--- src/rtl/sram10t_access_ctrl.sv ---
// Two-port access sequencer for a single-ended 10T SRAM macro.
// Round-robin arbitration between ports A and B, then a timed strobe sequence:
//   read : IDLE -> PRE (PRE_CYC) -> RWL (RWL_CYC) -> DONE -> IDLE
//   write: IDLE -> WDRV (1) -> WWL (WWL_CYC) -> DONE -> IDLE
// Ports:
//   clk, rst                 clock, asynchronous active-high reset
//   {a,b}_valid_i/_ready_o   request handshake (ready only in IDLE, only to the granted port)
//   {a,b}_we_i/_addr_i/_wdata_i  request payload
//   {a,b}_rsp_valid_o        one-cycle completion pulse
//   {a,b}_rdata_o            last read data per port
//   arr_*                    array strobes, row address and write data; arr_rbl_data_i sensed data
//   busy_o                   high whenever not IDLE
module sram10t_access_ctrl #(
  parameter int unsigned ADDR_W  = 4,
  parameter int unsigned DATA_W  = 8,
  parameter int unsigned PRE_CYC = 2,
  parameter int unsigned RWL_CYC = 2,
  parameter int unsigned WWL_CYC = 2
) (
  input  logic              clk,
  input  logic              rst,
  input  logic              a_valid_i,
  output logic              a_ready_o,
  input  logic              a_we_i,
  input  logic [ADDR_W-1:0] a_addr_i,
  input  logic [DATA_W-1:0] a_wdata_i,
  output logic              a_rsp_valid_o,
  output logic [DATA_W-1:0] a_rdata_o,
  input  logic              b_valid_i,
  output logic              b_ready_o,
  input  logic              b_we_i,
  input  logic [ADDR_W-1:0] b_addr_i,
  input  logic [DATA_W-1:0] b_wdata_i,
  output logic              b_rsp_valid_o,
  output logic [DATA_W-1:0] b_rdata_o,
  output logic [ADDR_W-1:0] arr_addr_o,
  output logic              arr_pre_o,
  output logic              arr_rwl_o,
  output logic              arr_sense_o,
  output logic              arr_wbl_en_o,
  output logic [DATA_W-1:0] arr_wbl_data_o,
  output logic              arr_wwl_o,
  input  logic [DATA_W-1:0] arr_rbl_data_i,
  output logic              busy_o
);

  typedef enum logic [2:0] {StIdle, StPre, StRwl, StWdrv, StWwl, StDone} state_e;

  state_e            state_q, state_d;
  logic [3:0]        cnt_q, cnt_d;
  logic              prio_q, prio_d;    // 0 = A has priority, 1 = B
  logic              owner_q, owner_d;  // 0 = A, 1 = B
  logic              we_q, we_d;
  logic [ADDR_W-1:0] addr_q, addr_d;
  logic [DATA_W-1:0] wdata_q, wdata_d;
  logic [DATA_W-1:0] a_rdata_q, a_rdata_d;
  logic [DATA_W-1:0] b_rdata_q, b_rdata_d;

  logic pre_q, rwl_q, sense_q, wbl_en_q, wwl_q, a_rsp_q, b_rsp_q, busy_q;

  logic gnt_a, gnt_b;

  assign gnt_a     = a_valid_i & (~b_valid_i | ~prio_q);
  assign gnt_b     = b_valid_i & (~a_valid_i | prio_q);
  assign a_ready_o = (state_q == StIdle) & gnt_a;
  assign b_ready_o = (state_q == StIdle) & gnt_b;

  always_comb begin
    state_d   = state_q;
    cnt_d     = cnt_q;
    prio_d    = prio_q;
    owner_d   = owner_q;
    we_d      = we_q;
    addr_d    = addr_q;
    wdata_d   = wdata_q;
    a_rdata_d = a_rdata_q;
    b_rdata_d = b_rdata_q;

    unique case (state_q)
      StIdle: begin
        if (a_ready_o || b_ready_o) begin
          owner_d = b_ready_o;
          prio_d  = a_ready_o;  // priority passes to the port not just served
          we_d    = b_ready_o ? b_we_i    : a_we_i;
          addr_d  = b_ready_o ? b_addr_i  : a_addr_i;
          wdata_d = b_ready_o ? b_wdata_i : a_wdata_i;
          if (we_d) begin
            state_d = StWdrv;
            cnt_d   = 4'd0;
          end else begin
            state_d = StPre;
            cnt_d   = 4'(PRE_CYC - 1);
          end
        end
      end
      StPre: begin
        if (cnt_q == 4'd0) begin
          state_d = StRwl;
          cnt_d   = 4'(RWL_CYC - 1);
        end else begin
          cnt_d = cnt_q - 4'd1;
        end
      end
      StRwl: begin
        if (cnt_q == 4'd0) begin
          state_d = StDone;
          cnt_d   = 4'd0;
          // Sense amp is enabled this cycle; capture at its closing edge.
          if (owner_q) b_rdata_d = arr_rbl_data_i;
          else         a_rdata_d = arr_rbl_data_i;
        end else begin
          cnt_d = cnt_q - 4'd1;
        end
      end
      StWdrv: begin
        if (cnt_q == 4'd0) begin
          state_d = StWwl;
          cnt_d   = 4'(WWL_CYC - 1);
        end else begin
          cnt_d = cnt_q - 4'd1;
        end
      end
      StWwl: begin
        if (cnt_q == 4'd0) begin
          state_d = StDone;
          cnt_d   = 4'd0;
        end else begin
          cnt_d = cnt_q - 4'd1;
        end
      end
      StDone: begin
        state_d = StIdle;
        cnt_d   = 4'd0;
      end
      default: begin
        state_d = StIdle;
        cnt_d   = 4'd0;
      end
    endcase
  end

  // Strobes are decoded from the next state so they come straight out of flops.
  always_ff @(posedge clk or posedge rst) begin
    if (rst) begin
      state_q   <= StIdle;
      cnt_q     <= 4'd0;
      prio_q    <= 1'b0;
      owner_q   <= 1'b0;
      we_q      <= 1'b0;
      addr_q    <= '0;
      wdata_q   <= '0;
      a_rdata_q <= '0;
      b_rdata_q <= '0;
      pre_q     <= 1'b0;
      rwl_q     <= 1'b0;
      sense_q   <= 1'b0;
      wbl_en_q  <= 1'b0;
      wwl_q     <= 1'b0;
      a_rsp_q   <= 1'b0;
      b_rsp_q   <= 1'b0;
      busy_q    <= 1'b0;
    end else begin
      state_q   <= state_d;
      cnt_q     <= cnt_d;
      prio_q    <= prio_d;
      owner_q   <= owner_d;
      we_q      <= we_d;
      addr_q    <= addr_d;
      wdata_q   <= wdata_d;
      a_rdata_q <= a_rdata_d;
      b_rdata_q <= b_rdata_d;
      pre_q     <= (state_d == StPre);
      rwl_q     <= (state_d == StRwl);
      sense_q   <= (state_d == StRwl) && (cnt_d == 4'd0);
      wbl_en_q  <= (state_d == StWdrv) || (state_d == StWwl);
      wwl_q     <= (state_d == StWwl);
      a_rsp_q   <= (state_d == StDone) && !owner_d;
      b_rsp_q   <= (state_d == StDone) && owner_d;
      busy_q    <= (state_d != StIdle);
    end
  end

  assign a_rsp_valid_o  = a_rsp_q;
  assign b_rsp_valid_o  = b_rsp_q;
  assign a_rdata_o      = a_rdata_q;
  assign b_rdata_o      = b_rdata_q;
  assign arr_addr_o     = addr_q;
  assign arr_wbl_data_o = wdata_q;
  assign arr_pre_o      = pre_q;
  assign arr_rwl_o      = rwl_q;
  assign arr_sense_o    = sense_q;
  assign arr_wbl_en_o   = wbl_en_q;
  assign arr_wwl_o      = wwl_q;
  assign busy_o         = busy_q;

endmodule
--- config.mk ---
export PLATFORM = sky130hd
export DESIGN_NAME = sram10t_access_ctrl
export DESIGN_NICKNAME = d
export VERILOG_FILES = /design/src/rtl/sram10t_access_ctrl.sv
export SDC_FILE = /design/constraint.sdc
export NUM_CORES = 1
export LEC_CHECK = 0
export ABC_CLOCK_PERIOD_IN_PS = 4500
export CAP_MARGIN = 10
export CELL_PAD_IN_SITES_DETAIL_PLACEMENT = 1
export CELL_PAD_IN_SITES_GLOBAL_PLACEMENT = 1
export CORE_MARGIN = 5
export CORE_UTILIZATION = 34
export CTS_CLUSTER_DIAMETER = 60
export DETAILED_ROUTE_END_ITERATION = 7
export GPL_TIMING_DRIVEN = 1
export PLACE_DENSITY = 0.89
export SETUP_SLACK_MARGIN = 0.5
export SLEW_MARGIN = 25
export SYNTH_ARGS = -nofsm -noshare
export SYNTH_HDL_FRONTEND = slang
export SYNTH_SLANG_ARGS = --single-unit
--- constraint.sdc ---
create_clock -name clk -period 4.5 [get_ports clk]
set_input_delay 0.9 -clock clk [delete_from_list [all_inputs] [get_ports clk]]
set_output_delay 0.9 -clock clk [all_outputs]
set_load 0.05 [all_outputs]
Yosys cells after proc, flatten, opt, wreduce, memory -nomap -nowiden
Cells that the tools add are included.
{"block": "totals", "reg_bits": 45, "input_bits": 38, "output_inout_bits": 38, "wordCells": 67}
{"block": "op_classes", "addsub": 1, "eq_ne": 9, "muxes": 16, "n_bitwise": 10, "reduce_logical": 15}
{"cell": "$mux 4", "count": 4}
{"cell": "$eq 3x2->1 const B", "count": 4}
{"cell": "$mux 3", "count": 4}
{"cell": "$pmux 3 s4", "count": 1}
{"cell": "$pmux 4 s3", "count": 1}
{"cell": "$eq 3x3->1 const B", "count": 3}
{"cell": "$logic_not 4->1", "count": 2}
{"cell": "$mux 8", "count": 1}
{"cell": "$eq 3x1->1 const B", "count": 2}
{"cell": "$reduce_and 3->1", "count": 2}
{"cell": "$and 1x1->1", "count": 4}
{"cell": "$mux 1", "count": 4}
{"cell": "$not 1->1", "count": 4}
{"cell": "$reduce_or 2->1", "count": 2}
{"cell": "$sub 4x1->4 const B", "count": 1}
{"cell": "$logic_and 1x1->1", "count": 3}
{"cell": "$logic_not 3->1", "count": 1}
{"cell": "$reduce_bool 3->1", "count": 1}
{"cell": "$logic_or 1x1->1", "count": 2}
{"cell": "$mux 2", "count": 1}
{"cell": "$or 1x1->1", "count": 2}
{"cell": "$reduce_and 2->1", "count": 1}
{"cell": "$logic_not 1->1", "count": 1}

Logic depth before layout (Yosys ltp)
{"block": "depth", "word_depth": 10, "depth_mapped": 7, "depth_no_buf": 6}

Worst setup path before layout
OpenSTA, ideal clock, no wires.
{"block": "synth_path", "path_type": "input to output", "from": "in b_valid_i", "to": "out b_ready_o", "arrival_time_ns": 1.712, "slack_ns": 1.888, "cell_stages": 4, "path_buffers": 2, "cell_sequence": "buf_2 -> nand3_2 -> buf_4 -> inv_1"}
{"block": "synth_between", "elab_chain_len": 2}
{"item": "start, declared", "line_no": "29", "rtl": "input logic b_valid_i,"}
{"item": "$and 1x1->1", "line_no": "64", "rtl": "assign gnt_b = b_valid_i & (~a_valid_i | prio_q);"}
{"item": "$and 1x1->1", "line_no": "66", "rtl": "assign b_ready_o = (state_q == StIdle) & gnt_b;"}
{"item": "end, declared", "line_no": "30", "rtl": "output logic b_ready_o,"}
Every way passes these cells.

Worst setup path after layout
{"block": "layout_path", "from": "in b_valid_i", "to": "out a_ready_o"}
{"block": "layout_between", "elab_chain_len": 4}
{"item": "$not 1->1", "line_no": "63", "rtl": "assign gnt_a = a_valid_i & (~b_valid_i | ~prio_q);"}
{"item": "$or 1x1->1", "line_no": "63"}
{"item": "$and 1x1->1", "line_no": "63"}
{"item": "$and 1x1->1", "line_no": "65", "rtl": "assign a_ready_o = (state_q == StIdle) & gnt_a;"}
{"item": "end, declared", "line_no": "23", "rtl": "output logic a_ready_o,"}
Every way passes these cells.

==> metrics.md <==
| Metric | Value |
|---|---|
| Run status | finished clean |
| Count of final setup violators | 0 |
| Crit Reg-Reg Startpoint | cnt_q[0]$_DFF_PP0_ |
| Logic pwr share | between 50% and 60% |
| IO Count | 76 |
| Ys async rst share | 100.0% |
| Fill cell count | ~670 |
| Maximum clock frequency | roughly 0.28 GHz |
| Leak | between 1 and 1.5 nW |
| Vias per cell | 4.979 |
| Int Power | 0.001210 W |
| Slew HR | between 40 and 50% |
| Clock slew seen by the registers of the worst setup and hold paths | roughly 0.090 ns |
| Synth-to-Final Area Change | 42.98% |
| Worst hold-check path type | reg -> reg |
| Cell area after layout | 2993 um2 |
| Worst-path fanout max | 11 |
| Cell variety after synth | 44 |
| # diodes | 0 |
| HP Start | arr_wbl_data_o[7]$_DFFE_PP0P_ |
| Pre-CTS WS | between 0.9 and 1 ns |
| Clock share of power | roughly 11% |
| Die area | between 7000 and 8000 um2 |
| Clk_lat worst skew | roughly 0.30 ns |
| Maxcap violations | 0 |
| Setup Crit Path Kind | in -> out |
| Sw Ratio | between 40% and 50% |
| PwrDens | ~800 nW/um2 |
| CP startpoint kind | primary input |
| Initial drt markers | between 70 and 80 |
| Setup Skew | approximately 0.0062 ns |
| #FFs+latches synth | 45 |
| RSZ-0062 raised after global routing | no |
| RR Endpoint | a_rdata_o[5]$_DFFE_PP0P_ |
| Post-route ant nets | 0 |
| Register area | 1126 um2 |
| Final hold vios | 0 |
| Starting Density | a little over a third |
| Setup TNS | 0 ns |
| Footprint of the multi-input gates | a little under 900 um2 |
| Number of buffers created by CTS | 5 |
| Die height | between 80 and 90 um |
| CTS root buf | clkbuf_8 |
| Period minus WS final | 3.582 ns |
| Layout net count | around 300 |
| CTS tree | done |
| Clk buf depth | 2 |
| Max IR drop VDD | around 0.00035 V |
| Final cycle utilization of the critical path | between 70% and 80% |
| Cells after Synth | ~180 |
| Hold Path End | arr_wbl_data_o[7]$_DFFE_PP0P_ |
| Post-CTS resize count | 0 |
| Postcts setup bufs | 0 |
| Crit path from | b_valid_i |
| Core ar. | between 5000 and 6000 um2 |
| Row cnt | 28 |
| Post-DP HPWL | between 4 and 5 mm |
| Wirelength per Cell | around 16 um |
| Post-Route WL | ~5.5 mm |
| WHS Path Cells | 2 |
| Largest net degree at the start of global routing | 46 |
| GP Congestion | between 0.7 and 0.8 |
| Critical Path RT | around 3.6 ns |
| First-pass GRT wire length | 8.763 mm |
| DRT Pass-1 Iters | 4 |
| Placed Area | slightly below 3000 um2 |
| YS warnings | 0 |
| Vias | 1663 |
| H-tree depth | 2 |
| Hold Buf Count CTS | 0 |
| Worst R2R Path Depth | 6 |
| Vias in the first global route | about 1.8k |
| Final WS setup | 0.9179 ns |
| Synth Flop Type | dfrtp_1 |
| Flop pwr share | 30.3% |
| Switching pwr | around 0.0012 W |
| Crit. End Element | output port |
| GRT Overall Usage | 14.66% |
| R2r setup slk | around 2.4 ns |
| Worst path arrival time | 2.68 ns |
| Syn_nets | roughly 220 |
| Worst-Margin Slew | roughly 0.78 ns |
| Share of layout cells above drive strength 1 | approximately 14% |
| Port Buffer Count | 75 |
| Mapped Area | 2093 um2 |
| Max-slew violations | 0 |
| GRT overflow | 0 |
| Initial antenna violation count | 0 |
| Sink Count | between 40 and 50 |
| Post-synthesis sequential area ratio | ~54% |
| DRC | 0 |
| Syn Area/Cell | ~11 um2 |
| Die X-Extent | roughly 88 um |
| Hold WS | roughly 0.5 ns |
| Post-synth EDFFs | 0 |
==> layer usage <==
layer	global-route usage (%)	vias to the layer above	share of wire, %
li1	-	794	-
met1	17.89	821	41
met2	26.04	46	51
met3	3.724	2	7.5
met4	3.297	0	0.45
met5	0	-	0
==> how the worst max path moves through the flow <==
stage                      endpoint  cells after the start
after floorplan           b_ready_o                      4
after detailed placement  a_ready_o                      4
after global placement    a_ready_o                      4
final                     a_ready_o                      4
after global routing      a_ready_o                      4
after CTS                 a_ready_o                      4
==> synthesized netlist by cell type, types with 2 or more instances <==
cell | n | area (um2)
nand4_1 | 2 | 12.51
nand2_1 | 16 | 60.06
dfrtp_1 | 45 | 1126
nor2_1 | 7 | 26.28
buf_4 | 3 | 22.52
nand3_1 | 8 | 40.04
nor3_2 | 2 | 20.02
or3_1 | 4 | 25.02
inv_1 | 6 | 22.52
mux2_2 | 17 | 191.4
clkbuf_1 | 5 | 18.77
o21ai_0 | 14 | 70.07
mux2i_1 | 13 | 130.1
nand2b_1 | 4 | 25.02
nor4_1 | 2 | 12.51
a21oi_1 | 4 | 20.02
nor2b_1 | 4 | 25.02
buf_2 | 2 | 10.01
==> critical path, cell delays in order <==
cell and delay [ns]:
clkdlybuf4s50_1 0.58, nand2_1 0.16, and3_1 0.22, clkdlybuf4s50_1 0.82
==> state kept, by name (all words and copies together), names as in the netlist, 3 cells and up <==
register and count:
state_q 3, arr_wbl_data_o 8, arr_addr_o 4, b_rdata_o 8, cnt_q 4, a_rdata_o 8
==> through the flow <==
step | util (%) | std cells | total power, W
after CTS | 50.23 | 334 | 0.002414
after global placement | 48.72 | 326 | 0.002098
after detailed placement | 48.72 | 326 | 0.002149
after floorplan | - | 184 | 0.001688
after global routing | 50.25 | 334 | 0.002532
final | 50.25 | 334 | 0.002379
==> cell families after synthesis <==
kind of cell | synth area share, %
DFF | 53.80
AOI/OAI and AO/OA | 9.087
muxes | 15.36
and+or+nand+nor | 17.22
buffers and inverters | 3.527
adders and majority gates | 0.5976
xor gates and xnor gates | 0.4185
==> final cells by class <==
class,count,share of cell area [%]
clock buffers,5,2.299
well taps,75,3.135
repair buffers,77,25.59
inverters,6,0.7943
multi-input cells,123,29.85
flip-flops and latches,45,37.63
clock inverters,3,0.7107
==> placed cells by master, fill, tap and decap left out, types with 2 or more instances in the layout <==
cell type        synthesis  routed
a21oi_1                  4       4
buf_4                    3       2
clkbuf_8                 0       5
clkdlybuf4s50_1          0      75
clkinv_2                 0       2
dfrtp_1                 45      45
inv_1                    6       5
mux2_2                  17      17
mux2i_1                 13      13
nand2_1                 16      16
nand2b_1                 4       4
nand3_1                  8       8
nand4_1                  2       2
nor2_1                   7       7
nor2b_1                  4       4
nor3_2                   2       2
nor4_1                   2       2
o21ai_0                 14      13
o21ai_1                  1       2
or3_1                    4       4
==> power groups by stage <==
stage	clock network (W)	registers (W)	logic, W
detailed placement	0	0.000732	0.00142
global placement	0	0.000720	0.00138
finish	0.000258	0.000721	0.00140
global route	0.000288	0.000753	0.00149
floorplan	0	0.00118	0.000511
CTS	0.000267	0.000724	0.00142
Note: power is estimated with default switching activity, not from simulation.
